--- src/rtl/intpol2_pkg.sv ---
// Shared definitions for the interpolator output sink: FSM encoding,
// default datapath widths and the checksum width.
package intpol2_pkg;

  localparam int unsigned ADDR_WIDTH_DEF     = 20;
  localparam int unsigned DATAPATH_WIDTH_DEF = 12;
  localparam int unsigned CONFIG_WIDTH_DEF   = 32;
  localparam int unsigned CHECKSUM_WIDTH     = 32;

  typedef enum logic [1:0] {
    ST_IDLE = 2'd0,
    ST_LOAD = 2'd1,
    ST_RUN  = 2'd2,
    ST_DONE = 2'd3
  } sink_state_e;

endpackage

--- src/rtl/intpol2_len_calc.sv ---
// Transfer length calculation: total = sig_len*ilen - 2*ilen, truncated to
// ADDR_WIDTH, forced to 0 for signals shorter than two samples.
// total_c is the combinational value used for the LOAD branch decision;
// total_o is the registered copy latched while load_i is high.
module intpol2_len_calc
  import intpol2_pkg::*;
#(
  parameter int unsigned ADDR_WIDTH   = ADDR_WIDTH_DEF,
  parameter int unsigned CONFIG_WIDTH = CONFIG_WIDTH_DEF
) (
  input  logic                    clk,
  input  logic                    rst,
  input  logic                    load_i,
  input  logic [CONFIG_WIDTH-1:0] sig_len_i,
  input  logic [ADDR_WIDTH-1:0]   ilen_i,
  output logic [ADDR_WIDTH-1:0]   total_c,
  output logic [ADDR_WIDTH-1:0]   total_o
);

  logic                  short_sig;
  logic [ADDR_WIDTH-1:0] sig_m2;

  // (sig_len-2)*ilen equals sig_len*ilen - 2*ilen modulo 2^ADDR_WIDTH
  always_comb begin
    short_sig = (sig_len_i < CONFIG_WIDTH'(2));
    sig_m2    = ADDR_WIDTH'(sig_len_i - CONFIG_WIDTH'(2));
    total_c   = short_sig ? '0 : ADDR_WIDTH'(sig_m2 * ilen_i);
  end

  // Latch the length for the rest of the transfer
  always_ff @(posedge clk or posedge rst) begin
    if (rst) begin
      total_o <= '0;
    end else if (load_i) begin
      total_o <= total_c;
    end
  end

endmodule

--- src/rtl/intpol2_out_sink.sv ---
// Interpolator output sink: drains the output FIFO into Y-memory.
// Reads are issued while the FIFO has data and downstream is not stalled;
// each read becomes a Y-memory write one cycle later at an incrementing
// address. Optional running checksum enabled by INTPOL2_SINK_CHECKSUM_EN.
module intpol2_out_sink
  import intpol2_pkg::*;
#(
  parameter int unsigned ADDR_WIDTH     = ADDR_WIDTH_DEF,
  parameter int unsigned DATAPATH_WIDTH = DATAPATH_WIDTH_DEF,
  parameter int unsigned CONFIG_WIDTH   = CONFIG_WIDTH_DEF
) (
  input  logic                      clk,
  input  logic                      rst,
  input  logic                      start_i,
  input  logic                      nop_i,
  input  logic                      Empty_i,
  input  logic [CONFIG_WIDTH-1:0]   sig_len_i,
  input  logic [ADDR_WIDTH-1:0]     ilen_i,
  input  logic [DATAPATH_WIDTH-1:0] data_I_i,
  input  logic [DATAPATH_WIDTH-1:0] data_Q_i,
  output logic                      Read_Enable_o,
  output logic                      Write_Enable_o,
  output logic [ADDR_WIDTH-1:0]     addr_o,
  output logic [DATAPATH_WIDTH-1:0] data_I_o,
  output logic [DATAPATH_WIDTH-1:0] data_Q_o,
  output logic                      busy_o,
  output logic                      done_o,
  output logic [ADDR_WIDTH-1:0]     total_len_o,
  output logic [CHECKSUM_WIDTH-1:0] checksum_o
);

  sink_state_e           state_q;
  sink_state_e           state_d;
  logic [ADDR_WIDTH-1:0] total_c;
  logic [ADDR_WIDTH-1:0] reads_q;
  logic                  last_wr_c;

  intpol2_len_calc #(
    .ADDR_WIDTH   (ADDR_WIDTH),
    .CONFIG_WIDTH (CONFIG_WIDTH)
  ) u_len_calc (
    .clk       (clk),
    .rst       (rst),
    .load_i    (state_q == ST_LOAD),
    .sig_len_i (sig_len_i),
    .ilen_i    (ilen_i),
    .total_c   (total_c),
    .total_o   (total_len_o)
  );

  // Current write is the last one of the transfer
  assign last_wr_c = Write_Enable_o && ((addr_o + ADDR_WIDTH'(1)) == total_len_o);

  // State register
  always_ff @(posedge clk or posedge rst) begin
    if (rst) begin
      state_q <= ST_IDLE;
    end else begin
      state_q <= state_d;
    end
  end

  // Next-state logic; start is only honoured in IDLE
  always_comb begin
    state_d = state_q;
    case (state_q)
      ST_IDLE: if (start_i) state_d = ST_LOAD;
      ST_LOAD: state_d = (total_c == '0) ? ST_DONE : ST_RUN;
      ST_RUN:  if (last_wr_c) state_d = ST_DONE;
      ST_DONE: state_d = ST_IDLE;
      default: state_d = ST_IDLE;
    endcase
  end

  // Combinational outputs: FIFO read strobe and write data pass-through
  always_comb begin
    Read_Enable_o = 1'b0;
    data_I_o      = '0;
    data_Q_o      = '0;
    if ((state_q == ST_RUN) && !Empty_i && !nop_i && (reads_q < total_len_o)) begin
      Read_Enable_o = 1'b1;
    end
    if (Write_Enable_o) begin
      data_I_o = data_I_i;
      data_Q_o = data_Q_i;
    end
  end

  // Write strobe, address/read counters and status flags
  always_ff @(posedge clk or posedge rst) begin
    if (rst) begin
      Write_Enable_o <= 1'b0;
      addr_o         <= '0;
      reads_q        <= '0;
      busy_o         <= 1'b0;
      done_o         <= 1'b0;
    end else begin
      Write_Enable_o <= Read_Enable_o;
      busy_o         <= (state_d == ST_LOAD) || (state_d == ST_RUN);
      done_o         <= (state_d == ST_DONE);
      if (state_q == ST_LOAD) begin
        addr_o  <= '0;
        reads_q <= '0;
      end else begin
        if (Read_Enable_o) reads_q <= reads_q + ADDR_WIDTH'(1);
        if (Write_Enable_o) addr_o <= addr_o + ADDR_WIDTH'(1);
      end
    end
  end

`ifdef INTPOL2_SINK_CHECKSUM_EN
  logic [CHECKSUM_WIDTH-1:0] checksum_q;

  // Running sum of sign-extended I+Q over every write, cleared per transfer
  always_ff @(posedge clk or posedge rst) begin
    if (rst) begin
      checksum_q <= '0;
    end else if (state_q == ST_LOAD) begin
      checksum_q <= '0;
    end else if (Write_Enable_o) begin
      checksum_q <= checksum_q
                  + CHECKSUM_WIDTH'(signed'(data_I_o))
                  + CHECKSUM_WIDTH'(signed'(data_Q_o));
    end
  end

  assign checksum_o = checksum_q;
`else
  assign checksum_o = '0;
`endif

endmodule

--- config.mk ---
export PLATFORM = sky130hd
export DESIGN_NAME = intpol2_out_sink
export DESIGN_NICKNAME = d
export VERILOG_FILES = /design/src/rtl/intpol2_pkg.sv /design/src/rtl/intpol2_len_calc.sv /design/src/rtl/intpol2_out_sink.sv
export SDC_FILE = /design/constraint.sdc
export NUM_CORES = 1
export LEC_CHECK = 0
export ABC_AREA = 1
export BUFFER_PORTS_ARGS = -buffer_cell sky130_fd_sc_hd__clkbuf_2
export CAP_MARGIN = 15
export CORE_ASPECT_RATIO = 0.9
export CORE_MARGIN = 3
export CORE_UTILIZATION = 31
export DETAILED_ROUTE_END_ITERATION = 6
export GPL_ROUTABILITY_DRIVEN = 1
export SLEW_MARGIN = 20
export SYNTH_ARGS = -nofsm -noshare
export SYNTH_HDL_FRONTEND = slang
export SYNTH_HIERARCHICAL = 1
export SYNTH_SLANG_ARGS = --single-unit
--- constraint.sdc ---
create_clock -name clk -period 3 [get_ports clk]
set_clock_uncertainty 0.2 [all_clocks]
set_input_delay 0.3 -clock clk [delete_from_list [all_inputs] [get_ports clk]]
set_output_delay 0.3 -clock clk [all_outputs]
set_load 0.01 [all_outputs]
After elaboration in Yosys (flattened, before gate mapping)
Index checks and enable logic that the tools add are counted.

storage, ports and cells
  flip-flop bits (word level) = 65
  latch bits = 0
  memory bits (writable) = 0
  bits in read-only memories = 0
  input port bits = 81
  output and inout bits = 100
  word-level logic and storage cells = 43
  memories = 0

cells by class
  add/subtract/negate cells = 3
  $mul = 1
  div/mod/pow operators = 0
  order comparisons = 2
  equal/unequal tests = 7
  shift-type cells = 0
  mux-type cells = 12
  bitwise operators = 0
  reductions and logical operators = 11

operators with widths
  kind                                                                   number
  20-bit two-way mux                                                     5
  20-bit by 1-bit adder with 20-bit output, second input constant        2
  32-bit by 2-bit < comparator with 1-bit output, second input constant  1
  12-bit two-way mux                                                     2
  20-bit == test                                                         1
  20-bit zero test                                                       1
  20-bit < comparator                                                    1
  20-bit by 20-bit multiplier with 20-bit output                         1
  20-bit by 2-bit subtractor with 20-bit output, second input constant   1
  2-bit == test, second input constant                                   4
  2-bit case mux with 4 select lines                                     1
  2-bit by 1-bit == test with 1-bit output, second input constant        2
  1-bit logical AND                                                      4
  2-bit two-way mux                                                      2
  2-bit nonzero test                                                     2
  1-bit zero test                                                        2
  2-bit zero test                                                        1
  1-bit two-way mux                                                      2
  1-bit logical OR                                                       1

Depth between registers and ports, before layout
Gate-level depths: netlist of the first run.

  word-level depth = 8
  gate-level depth with buffers = 53
  gate-level depth less buffers = 53

Hierarchy
Netlist of the first run, hierarchy kept.

by module, submodules not included
  module            times used  cells each  area each (um^2)  sequential area each (um^2)
  intpol2_len_calc  1           1124        7906.3            500.5
  intpol2_out_sink  1           590         3912.5            1126.1

Worst setup path before layout of the first run
Ideal clock, no wire load.

  kind = in2reg
  start point = input port sig_len_i[1]
  end point = register busy_o
  library setup time = 126 ps
  arrival = 7517 ps
  required time = 2674 ps
  setup slack = -4843 ps
  stages on the path = 41
  buffers on the path = 1
  cell sequence = inv_2 buf_2 ha_1 nand2_4 nor2_4 nand2_1 nand2_2 inv_1 nor2_1 fa_1 fa_1 inv_1 fa_1 inv_1 fa_1 inv_1 fa_1 inv_1 [... 5 more ...] a21oi_1 o21ai_0 a21oi_1 o21ai_0 nand2_1 nand2_1 a21oi_1 o21ai_0 a21oi_1 nand3_1 nand2_1 nor2_2 nor3_1 nand4_1 nand2_1 inv_1 a21oi_2 ha_1

on the way
  cells in the longest elaborated chain, start to end = 8
  elaborated cells between the ends (all ways) = 10
  those cells by class = 1 x add/sub; 1 x mul; 1 x order compare; 2 x eq/ne; 3 x mux; 2 x reduce/logical

ends and longest elaborated chain
  item                                                                              line                    text
  start, declared                                                                   intpol2_out_sink.sv:17  input logic [CONFIG_WIDTH-1:0] sig_len_i,
  20-bit by 2-bit subtractor with 20-bit output                                     intpol2_len_calc.sv:26  sig_m2 = ADDR_WIDTH'(sig_len_i - CONFIG_WIDTH'(2));
  20-bit by 20-bit multiplier with 20-bit output                                    intpol2_len_calc.sv:27  total_c = short_sig ? '0 : ADDR_WIDTH'(sig_m2 * ilen_i);
  20-bit two-way mux (*)                                                            intpol2_len_calc.sv:27
  named net total_c[19]                                                             intpol2_out_sink.sv:34  logic [ADDR_WIDTH-1:0] total_c;
  20-bit zero test (*)                                                              intpol2_out_sink.sv:68  ST_LOAD: state_d = (total_c == '0) ? ST_DONE : ST_RUN;
  1-bit two-way mux (*)                                                             intpol2_out_sink.sv:68
  2-bit case mux with 4 select lines (*)                                            intpol2_out_sink.sv:66  case (state_q)
  named net state_d[0]                                                              intpol2_out_sink.sv:33  sink_state_e state_d;
  2-bit by 1-bit == test with 1-bit output / 2-bit == test (equally long branches)  intpol2_out_sink.sv:99  busy_o <= (state_d == ST_LOAD) || (state_d == ST_RUN);
  1-bit logical OR (*)                                                              intpol2_out_sink.sv:99
  end signal, assigned                                                              intpol2_out_sink.sv:99
  end, declared                                                                     intpol2_out_sink.sv:26  output logic busy_o,

Mark *: on every way through the listed nets, which the timed path passes. The rest lies on a longest branch.
A chain may end at the register's enable or synchronous reset.

Final worst setup path of the first run
Ends and elaborated chain as after synthesis.

==> results.py, run 1 <==
metrics = {
    "outcome": {
        "status": "complete, but fails checks",
        "violations": "setup timing",
    },
    "sta": {
        "setup_viol": 19,
        "fmax_mhz": 136,
        "max-slew-margin-rel_pct": 39.6,
        "fin_crit_sh_pct": 245,
        "slew_viol_final": 0,
        "final-hold-violation-count": 0,
        "layout_min_cycle_time_ps": 7340,
        "worst_pin_slew_ps": 905,
        "rsz0062_at_grt": "true",
        "fin_ws_ps": -4340,
        "tns_ps": -60180,
    },
    "cts": {
        "cts_tree": "built",
        "clock_sinks": 65,
        "cts_max_level": 3,
        "cts_buffers": 9,
        "cts_buffer_depth": 2,
        "path_clk_slew_ps": 50,
        "clkLatencyLatePin_ps": 330,
        "clock-root-buffer": "clkbuf_16",
    },
    "critical_path": {
        "cpPeakStageDelay_ps": 520,
        "cp_slowest_cell": "fa_1",
        "path_buf_inv": 14,
        "cp.required_ps": 3020,
        "worstSetupPathType": "input port to flop",
        "critPathLaunchType": "input port",
        "crit_fanout": 6,
        "worstSetupEndpointType": "flop",
        "critPathArrivalTime_ps": 7350,
        "critPathTopFamily": "adder cells",
        "crit_top_cell": "fa_1",
    },
    "floorplan": {
        "core_mm2": 0.0374,
        "initial_core_util_pct": 31.6,
        "die_y_um": 191,
        "die_w_um": 212,
        "num_rows": 67,
        "io_pins": 181,
        "die_area_mm2": 0.0405,
    },
    "synth": {
        "netlist_instances": 1714,
        "async_reset_ff_share_pct": 100,
        "ys_seq_elements": 65,
        "synth_warnings": 6,
        "synth_flop_cell": "dfrtp_1",
        "yosysSeqAreaShare_pct": 13.8,
        "synth_edf_count": 0,
        "avgSynthCellArea_um2": 6.90,
        "yosysUniqueCellTypes": 50,
        "syn-cell-area_mm2": 0.0118,
    },
    "drt": {
        "wl_per_cell_um": 15.5,
        "drt-initial-drc-count": 731,
        "postRouteAntennaNets": 0,
        "drt_pre_antenna_iters": 6,
        "drc_errors": 0,
        "vias": 12300,
        "drt-total-wl_um": 40600,
        "via_per_inst": 4.68,
    },
    "grt": {
        "antenna_found_initial": 0,
        "grt_pass1_wl_um": 62900,
        "grt_max_degree": 46,
        "groute.usage.overall_pct": 19.3,
        "first_global_vias": 12200,
        "grt-ovfl-total": 0,
    },
    "layout": {
        "drive_above_1_share_pct": 36.7,
        "diodes": 0,
        "fin_nets": 2455,
        "area_growth_pct": 46.0,
    },
    "worst_hold_path": {
        "min_path_type": "input port to flop",
    },
    "flow_run": {
        "cap_viol_max_count": 0,
    },
    "place": {
        "dp_hpwl_um": 32100,
        "port_buffers": 148,
        "gp_congestion": 0.945,
    },
}
worst paths after layout:
kind | cells after the start | endpoint | slack, ps | from
worst max-delay path | 40 | busy_o | -4340 | sig_len_i[1]
worst min-delay path | 2 | state_q[1] | 40 | start_i
worst max register to register | 13 | busy_o | 130 | addr_o[1]
worst min register to register | 2 | u_len_calc/total_o[16] | 340 | u_len_calc/total_o[16]
max in group asynchronous | 3 | u_len_calc/total_o[15] | 1460 | rst
min in group asynchronous | 3 | addr_o[17] | 460 | rst
layer usage:
layer	global-route usage (%)	up-vias	wire, um
li1	-	5931	-
met1	27.1	5963	17900
met2	32.3	353	19800
met3	2.18	56	2220
met4	3.89	0	677
met5	0	-	0
kinds of logic after synthesis:
| family | after synthesis | synth area share, % |
|---|---|---|
| and+or+nand+nor | 804 | 29.3 |
| buffers and inverters | 475 | 16.3 |
| adders and majority gates | 232 | 33.3 |
| AOI/OAI and AO/OA | 111 | 5.04 |
| DFF | 65 | 13.8 |
| xor gates and xnor gates | 26 | 2.33 |
| other | 1 | 0.0317 |
registers in the layout, summed over array words and instances, names as in the netlist:
register	cells
addr_o	20
busy_o	1
done_o	1
u_len_calc/total_o	20
Write_Enable_o	1
state_q	2
reads_q	20
cells in the mapped netlist, drive strengths merged (3+ instances only):
cell type | number | area, um2
nand2 | 446 | 1740
inv | 406 | 1520
nor2 | 203 | 873
fa | 137 | 2740
nand3 | 99 | 510
ha | 95 | 1190
dfrtp | 65 | 1630
o21ai | 46 | 230
a21oi | 45 | 229
buf | 44 | 303
clkbuf | 21 | 80.1
nand4 | 20 | 125
nor3 | 20 | 100
xor2 | 20 | 201
o22ai | 10 | 62.6
nor4 | 6 | 37.5
xnor2 | 5 | 51.3
clkinv | 4 | 17.5
o31ai | 3 | 22.5
area by class of cell:
type / instances / area, um2
Sequential cell: 65 / 1630
Inverter: 410 / 1610
Multi-Input combinational cell: 1205 / 9760
Fill cell: 3656 / 20100
Tap cell: 483 / 604
Clock buffer: 11 / 233
Timing Repair Buffer: 451 / 3340
Clock inverter: 5 / 80.1
placed cells by master, fill, tap and decap left out, types with 62 or more instances in the layout:
master | Yosys | layout
nand2_1 | 430 | 358
inv_1 | 400 | 346
buf_4 | 34 | 247
clkbuf_2 | 1 | 142
nor2_1 | 182 | 139
fa_1 | 137 | 125
nand3_1 | 96 | 85
dfrtp_1 | 65 | 64
nand2_2 | 12 | 62
ha_1 | 95 | 62
through the flow:
step           worst slack [ps]  instance area, um2  hold WS (ps)  util (%)  cells
2_1_floorplan             -4050               12200          63.8         -   1745
3_3_place_gp              -4680               14900           312      39.9   2535
3_5_place_dp              -4740               14900           324      39.9   2535
4_1_cts                   -4140               16400          42.8      43.8   2606
5_1_grt                   -4650               17300          52.8      46.1   2630
6_report                  -4340               17300          43.3      46.1   2630
timing repair:
item / in CTS / in global routing
setup endpoints to repair: 20 / 21
hold endpoints to repair: 20 / 0
hold buffers: 1 / 0
pin swaps: 124 / 110
gates resized for setup: 194 / 181
setup buffers: 61 / 28
Power of run 1 is left out: the tool's default activity adds up to more than one toggle a clock period on the data nets, which glitch-free logic cannot reach.
==> inputs of run 2 (changes only) <==
--- a/config.mk
+++ b/config.mk
@@ -10,7 +10,7 @@
 export CAP_MARGIN = 15
 export CORE_ASPECT_RATIO = 0.9
 export CORE_MARGIN = 3
-export CORE_UTILIZATION = 31
+export CORE_UTILIZATION = 25
 export DETAILED_ROUTE_END_ITERATION = 6
 export GPL_ROUTABILITY_DRIVEN = 1
 export SLEW_MARGIN = 20
==> run 2 against run 1 <==
The run still ends with setup timing left. Hold slack lost 21 ps. Critical path depth shrank 1. Cell area down 2.9%. Critical endpoint unchanged.
==> results.py, run 2 (synthesis gave the netlist of run 1 again) <==
metrics = {
    "sta": {
        "layout_min_cycle_time_ps": 7140,
        "rsz0062_at_grt": "true",
        "final-hold-violation-count": 0,
        "fin_crit_sh_pct": 238,
        "max-slew-margin-rel_pct": 42.7,
        "slew_viol_final": 0,
        "setup_viol": 19,
        "fin_ws_ps": -4140,
        "worst_pin_slew_ps": 859,
        "fmax_mhz": 140,
    },
    "grt": {
        "grt-ovfl-total": 0,
        "groute.usage.overall_pct": 15.2,
        "antenna_found_initial": 0,
        "grt_max_degree": 46,
        "first_global_vias": 12400,
        "grt_pass1_wl_um": 62200,
    },
    "flow_run": {
        "cap_viol_max_count": 0,
    },
    "place": {
        "port_buffers": 148,
        "gp_congestion": 0.903,
        "dp_hpwl_um": 32200,
        "dpl.cell_count": 2646,
    },
    "drt": {
        "drt-initial-drc-count": 729,
        "via_per_inst": 4.44,
        "wl_met3_um": 1910,
        "wl_met1_um": 17000,
        "routed-wl-met2_um": 19000,
        "drc_errors": 0,
        "wl_per_cell_um": 14.4,
        "drt_pre_antenna_iters": 5,
        "vias": 12000,
        "drt-total-wl_um": 39000,
        "postRouteAntennaNets": 0,
        "topRoutingLayerUsed": "met4",
    },
    "critical_path": {
        "cp.required_ps": 3030,
        "rr_startpoint": "addr_o[0]",
        "crit_top_cell": "fa_1",
        "r2r_slack_ps": 150,
        "worstSetupPathType": "input port to flop",
        "cpPeakStageDelay_ps": 520,
        "cp_slowest_cell": "fa_1",
        "worstSetupEndpointType": "flop",
        "rr_endpoint": "busy_o",
        "crit_fanout": 7,
        "crit_path_end": "busy_o",
        "critPathArrivalTime_ps": 7160,
        "worstSetupStartpoint": "sig_len_i[1]",
        "r2r_cells": 13,
        "critPathLaunchType": "input port",
    },
    "layout": {
        "register_area_mm2": 0.00163,
        "layout_commonest_cell": "nand2_1",
        "multi_input_area_mm2": 0.00954,
        "drive_above_1_share_pct": 33.6,
        "fill_cells": 4746,
        "diodes": 0,
        "final_cells": 2712,
        "post-route-util_pct": 36.4,
        "area_growth_pct": 41.8,
        "reg_top3": "addr_o (20), reads_q (20), u_len_calc/total_o (20)",
        "fin_nets": 2412,
        "mostFrequentLayoutCells": "nand2_1 (377), inv_1 (363), buf_4 (232)",
    },
    "worst_hold_path": {
        "min_path_type": "input port to flop",
    },
    "cts": {
        "cts_tree": "built",
        "clkLatencyLatePin_ps": 340,
        "cts_buffer_depth": 2,
        "cts_max_level": 3,
        "clock-root-buffer": "clkbuf_16",
        "cts_buffers": 9,
        "path_clk_slew_ps": 60,
        "clock_sinks": 65,
    },
    "floorplan": {
        "die_area_mm2": 0.0499,
        "num_rows": 74,
        "initial_core_util_pct": 25.7,
        "die_w_um": 235,
        "io_pins": 181,
        "die_y_um": 212,
        "core_mm2": 0.0460,
    },
    "outcome": {
        "violations": "setup timing",
        "status": "complete, but fails checks",
    },
}
-- run 2: cell count changes in the layout (fill, tap and decap cells not counted), moves of 10 or more --
| cell | previous run | this run |
|---|---|---|
| inv_1 | 346 | 363 |
| buf_6 | 46 | 17 |
| nor2_2 | 31 | 41 |
| nand2_2 | 62 | 50 |
| buf_4 | 247 | 232 |
| nand2_1 | 358 | 377 |
| inv_2 | 48 | 33 |
-- run 2: how the worst min path moves through the flow --
| stage | startpoint | to | depth (start not counted) |
|---|---|---|---|
| 2_1_floorplan | rst | u_len_calc/total_o[0] | 1 |
| 5_1_grt | start_i | state_q[1] | 2 |
| 3_3_place_gp | rst | u_len_calc/total_o[13] | 2 |
| 4_1_cts | start_i | state_q[1] | 2 |
| 6_report | start_i | state_q[1] | 2 |
| 3_5_place_dp | rst | u_len_calc/total_o[13] | 2 |
-- run 2: layout make-up --
| class | instances | area share (%) |
|---|---|---|
| Multi-Input combinational cell | 1205 | 56.9 |
| Clock inverter | 6 | 0.493 |
| Clock buffer | 10 | 1.37 |
| Sequential cell | 65 | 9.71 |
| Tap cell | 608 | 4.54 |
| Inverter | 410 | 9.53 |
| Timing Repair Buffer | 408 | 17.5 |
-- run 2: worst max-delay path: cells and delay by family --
kind | cells | cell delay (ps)
fa+ha+maj | 10 | 3990
simple gates | 14 | 1380
buf+inv | 7 | 430
compound gates | 8 | 1050
-- run 2: what timing repair did --
item                                    in CTS  in global routing
endpoints found under the hold margin       20                  0
gates resized for setup                    146                134
cloned                                       0                  1
hold buffers                                 1                  0
endpoints found under the setup margin      20                 22
setup buffers                               34                 19
pin swaps                                   92                 71
-- run 2: through the flow --
stage                     setup slack, ps  setup TNS, ps  hold WS (ps)  area (um2)
after floorplan                     -4050         -52650          63.8       12200
after global placement              -4600         -67650           300       15000
after detailed placement            -4710         -68660           300       15000
after CTS                           -4110         -57650          11.0       16100
after global routing                -4530         -62040          32.3       16800
final                               -4140         -57110          22.8       16800
-- run 2: per-layer routing --
metal	up-vias	GRT usage [%]
li1	5859	-
met1	5792	20.0
met3	76	1.88
met4	0	3.95
met5	-	0
met2	305	26.7
Power of run 2 is left out for the same reason.
==> inputs of run 3 (changes only) <==
--- a/config.mk
+++ b/config.mk
@@ -8,11 +8,14 @@
 export ABC_AREA = 1
 export BUFFER_PORTS_ARGS = -buffer_cell sky130_fd_sc_hd__clkbuf_2
 export CAP_MARGIN = 15
+export CELL_PAD_IN_SITES_DETAIL_PLACEMENT = 1
+export CELL_PAD_IN_SITES_GLOBAL_PLACEMENT = 2
 export CORE_ASPECT_RATIO = 0.9
 export CORE_MARGIN = 3
-export CORE_UTILIZATION = 25
+export CORE_UTILIZATION = 33
 export DETAILED_ROUTE_END_ITERATION = 6
 export GPL_ROUTABILITY_DRIVEN = 1
+export PLACE_DENSITY_LB_ADDON = 0.1
 export SLEW_MARGIN = 20
 export SYNTH_ARGS = -nofsm -noshare
 export SYNTH_HDL_FRONTEND = slang
==> run 3 against run 2 <==
Sequential share of layout area fell by 0.14 points. Maximum frequency decreased by 4.7%. Cell area up 1.5%. Critical path depth is 4 higher. Hold slack got worse by 3.1 ps. Utilization is 12 points higher. Via count is 1.7% higher. Die area decreased by 24%. Non-clock buffer count is 26 higher. Cell count shrank 4.2%. Register-to-register slack gained 40 ps. The run still ends with setup timing left.
==> results.py, run 3 (synthesis gave the netlist of run 1 again) <==
metrics = {
    "outcome": {
        "status": "complete, but fails checks",
        "violations": "setup timing",
    },
    "layout": {
        "post-route-util_pct": 48.3,
        "mostFrequentLayoutCells": "nand2_1 (364), inv_1 (343), buf_4 (230)",
        "diodes": 0,
        "area_growth_pct": 43.9,
        "drive_above_1_share_pct": 35.7,
        "reg_top3": "addr_o (20), reads_q (20), u_len_calc/total_o (20)",
        "layout_commonest_cell": "nand2_1",
        "fin_nets": 2438,
        "final_cells": 2599,
    },
    "floorplan": {
        "initial_core_util_pct": 33.6,
        "io_pins": 181,
        "core_mm2": 0.0352,
        "die_y_um": 186,
        "die_w_um": 205,
        "die_area_mm2": 0.0381,
        "num_rows": 65,
    },
    "drt": {
        "drt-total-wl_um": 45900,
        "wl_per_cell_um": 17.7,
        "drt-initial-drc-count": 447,
        "drt_pre_antenna_iters": 5,
        "via_per_inst": 4.71,
        "drc_errors": 0,
        "postRouteAntennaNets": 0,
        "vias": 12200,
    },
    "grt": {
        "grt_pass1_wl_um": 70300,
        "grt-ovfl-total": 0,
        "antenna_found_initial": 0,
        "first_global_vias": 13100,
        "grt_max_degree": 32,
        "groute.usage.overall_pct": 23.7,
    },
    "critical_path": {
        "worstSetupEndpointType": "flop",
        "rr_endpoint": "busy_o",
        "r2r_slack_ps": 190,
        "critPathLaunchType": "input port",
        "worstSetupPathType": "input port to flop",
        "path_buf_inv": 12,
        "crit_fanout": 6,
        "rr_startpoint": "addr_o[0]",
        "cp_slowest_cell": "fa_1",
        "r2r_cells": 15,
        "cpPeakStageDelay_ps": 530,
        "critPathTopFamily": "adder cells",
        "critPathArrivalTime_ps": 7520,
        "crit_top_cell": "fa_1",
        "cp.required_ps": 3030,
    },
    "sta": {
        "fin_ws_ps": -4490,
        "slew_viol_final": 0,
        "setup_viol": 19,
        "worst_pin_slew_ps": 1090,
        "layout_min_cycle_time_ps": 7490,
        "final-hold-violation-count": 0,
        "max-slew-margin-rel_pct": 27.4,
        "fin_crit_sh_pct": 250,
        "fmax_mhz": 134,
        "rsz0062_at_grt": "true",
        "hold_ws_ps": 19.7,
        "tns_ps": -60550,
    },
    "place": {
        "gp_congestion": 0.873,
        "dp_hpwl_um": 37700,
        "dpl.cell_count": 2514,
        "port_buffers": 148,
    },
    "cts": {
        "clkLatencyLatePin_ps": 340,
        "cts_buffer_depth": 2,
        "cts_max_level": 3,
        "cts_tree": "built",
        "cts_buffers": 9,
        "clock-root-buffer": "clkbuf_16",
        "path_clk_slew_ps": 60,
        "clock_sinks": 65,
    },
    "worst_hold_path": {
        "min_path_type": "input port to flop",
        "worstHoldPathCells": 2,
        "hold_end": "state_q[1]",
        "worstHoldStart": "start_i",
    },
    "flow_run": {
        "cap_viol_max_count": 0,
    },
}
-- run 3: worst register-to-register path: stages (launching register included) --
cell     delay (ps)
dfrtp_1         350
ha_1            230
nand3_2         160
inv_1           230
nand3_1         120
nand2_1          80
nand2_1         100
xor2_1          160
nor2_1          100
nand2_1          80
nor2_1          160
nand2_1         120
nand2_1          70
nand2_1          70
a21oi_2         180
ha_2            290
-- run 3: layout make-up --
cell class / instances / area (um2)
fillers: 4433 / 18200
multi-input cells: 1205 / 9690
repair buffers: 434 / 3200
flip-flops and latches: 65 / 1630
inverters: 410 / 1610
well taps: 469 / 587
clock buffers: 13 / 250
clock inverters: 3 / 40.0
-- run 3: per-layer routing --
metal / global-route usage [%] / part of all wire [%] / routed length [um]
met5: 0 / 0 / 0
met4: 3.03 / 1.1 / 527
met3: 3.32 / 3.6 / 1640
met2: 39.5 / 48 / 21900
met1: 33.8 / 48 / 21900
-- run 3: per-stage QoR --
step	setup WS [ps]	instance area (um2)
after floorplan	-4050	12200
after global placement	-4830	14800
after detailed placement	-5010	14800
after CTS	-4310	16000
after global routing	-4800	17000
final	-4490	17000
-- run 3: worst max-delay path by stage --
stage	cells after the start	from	slack [ps]	endpoint
global placement	43	sig_len_i[2]	-4830	busy_o
detailed placement	38	sig_len_i[2]	-5010	busy_o
floorplan	41	sig_len_i[1]	-4050	busy_o
global route	43	sig_len_i[2]	-4800	busy_o
finish	43	sig_len_i[2]	-4490	busy_o
CTS	42	sig_len_i[2]	-4310	busy_o
-- run 3: timing repair --
item	4_1_cts	5_1_grt
endpoints found under the hold margin	34	0
setup endpoints to repair	20	21
pin swaps	76	146
buffers inserted	42	45
gates resized for setup	137	239
hold buffers	1	0
Power of run 3 is left out for the same reason.
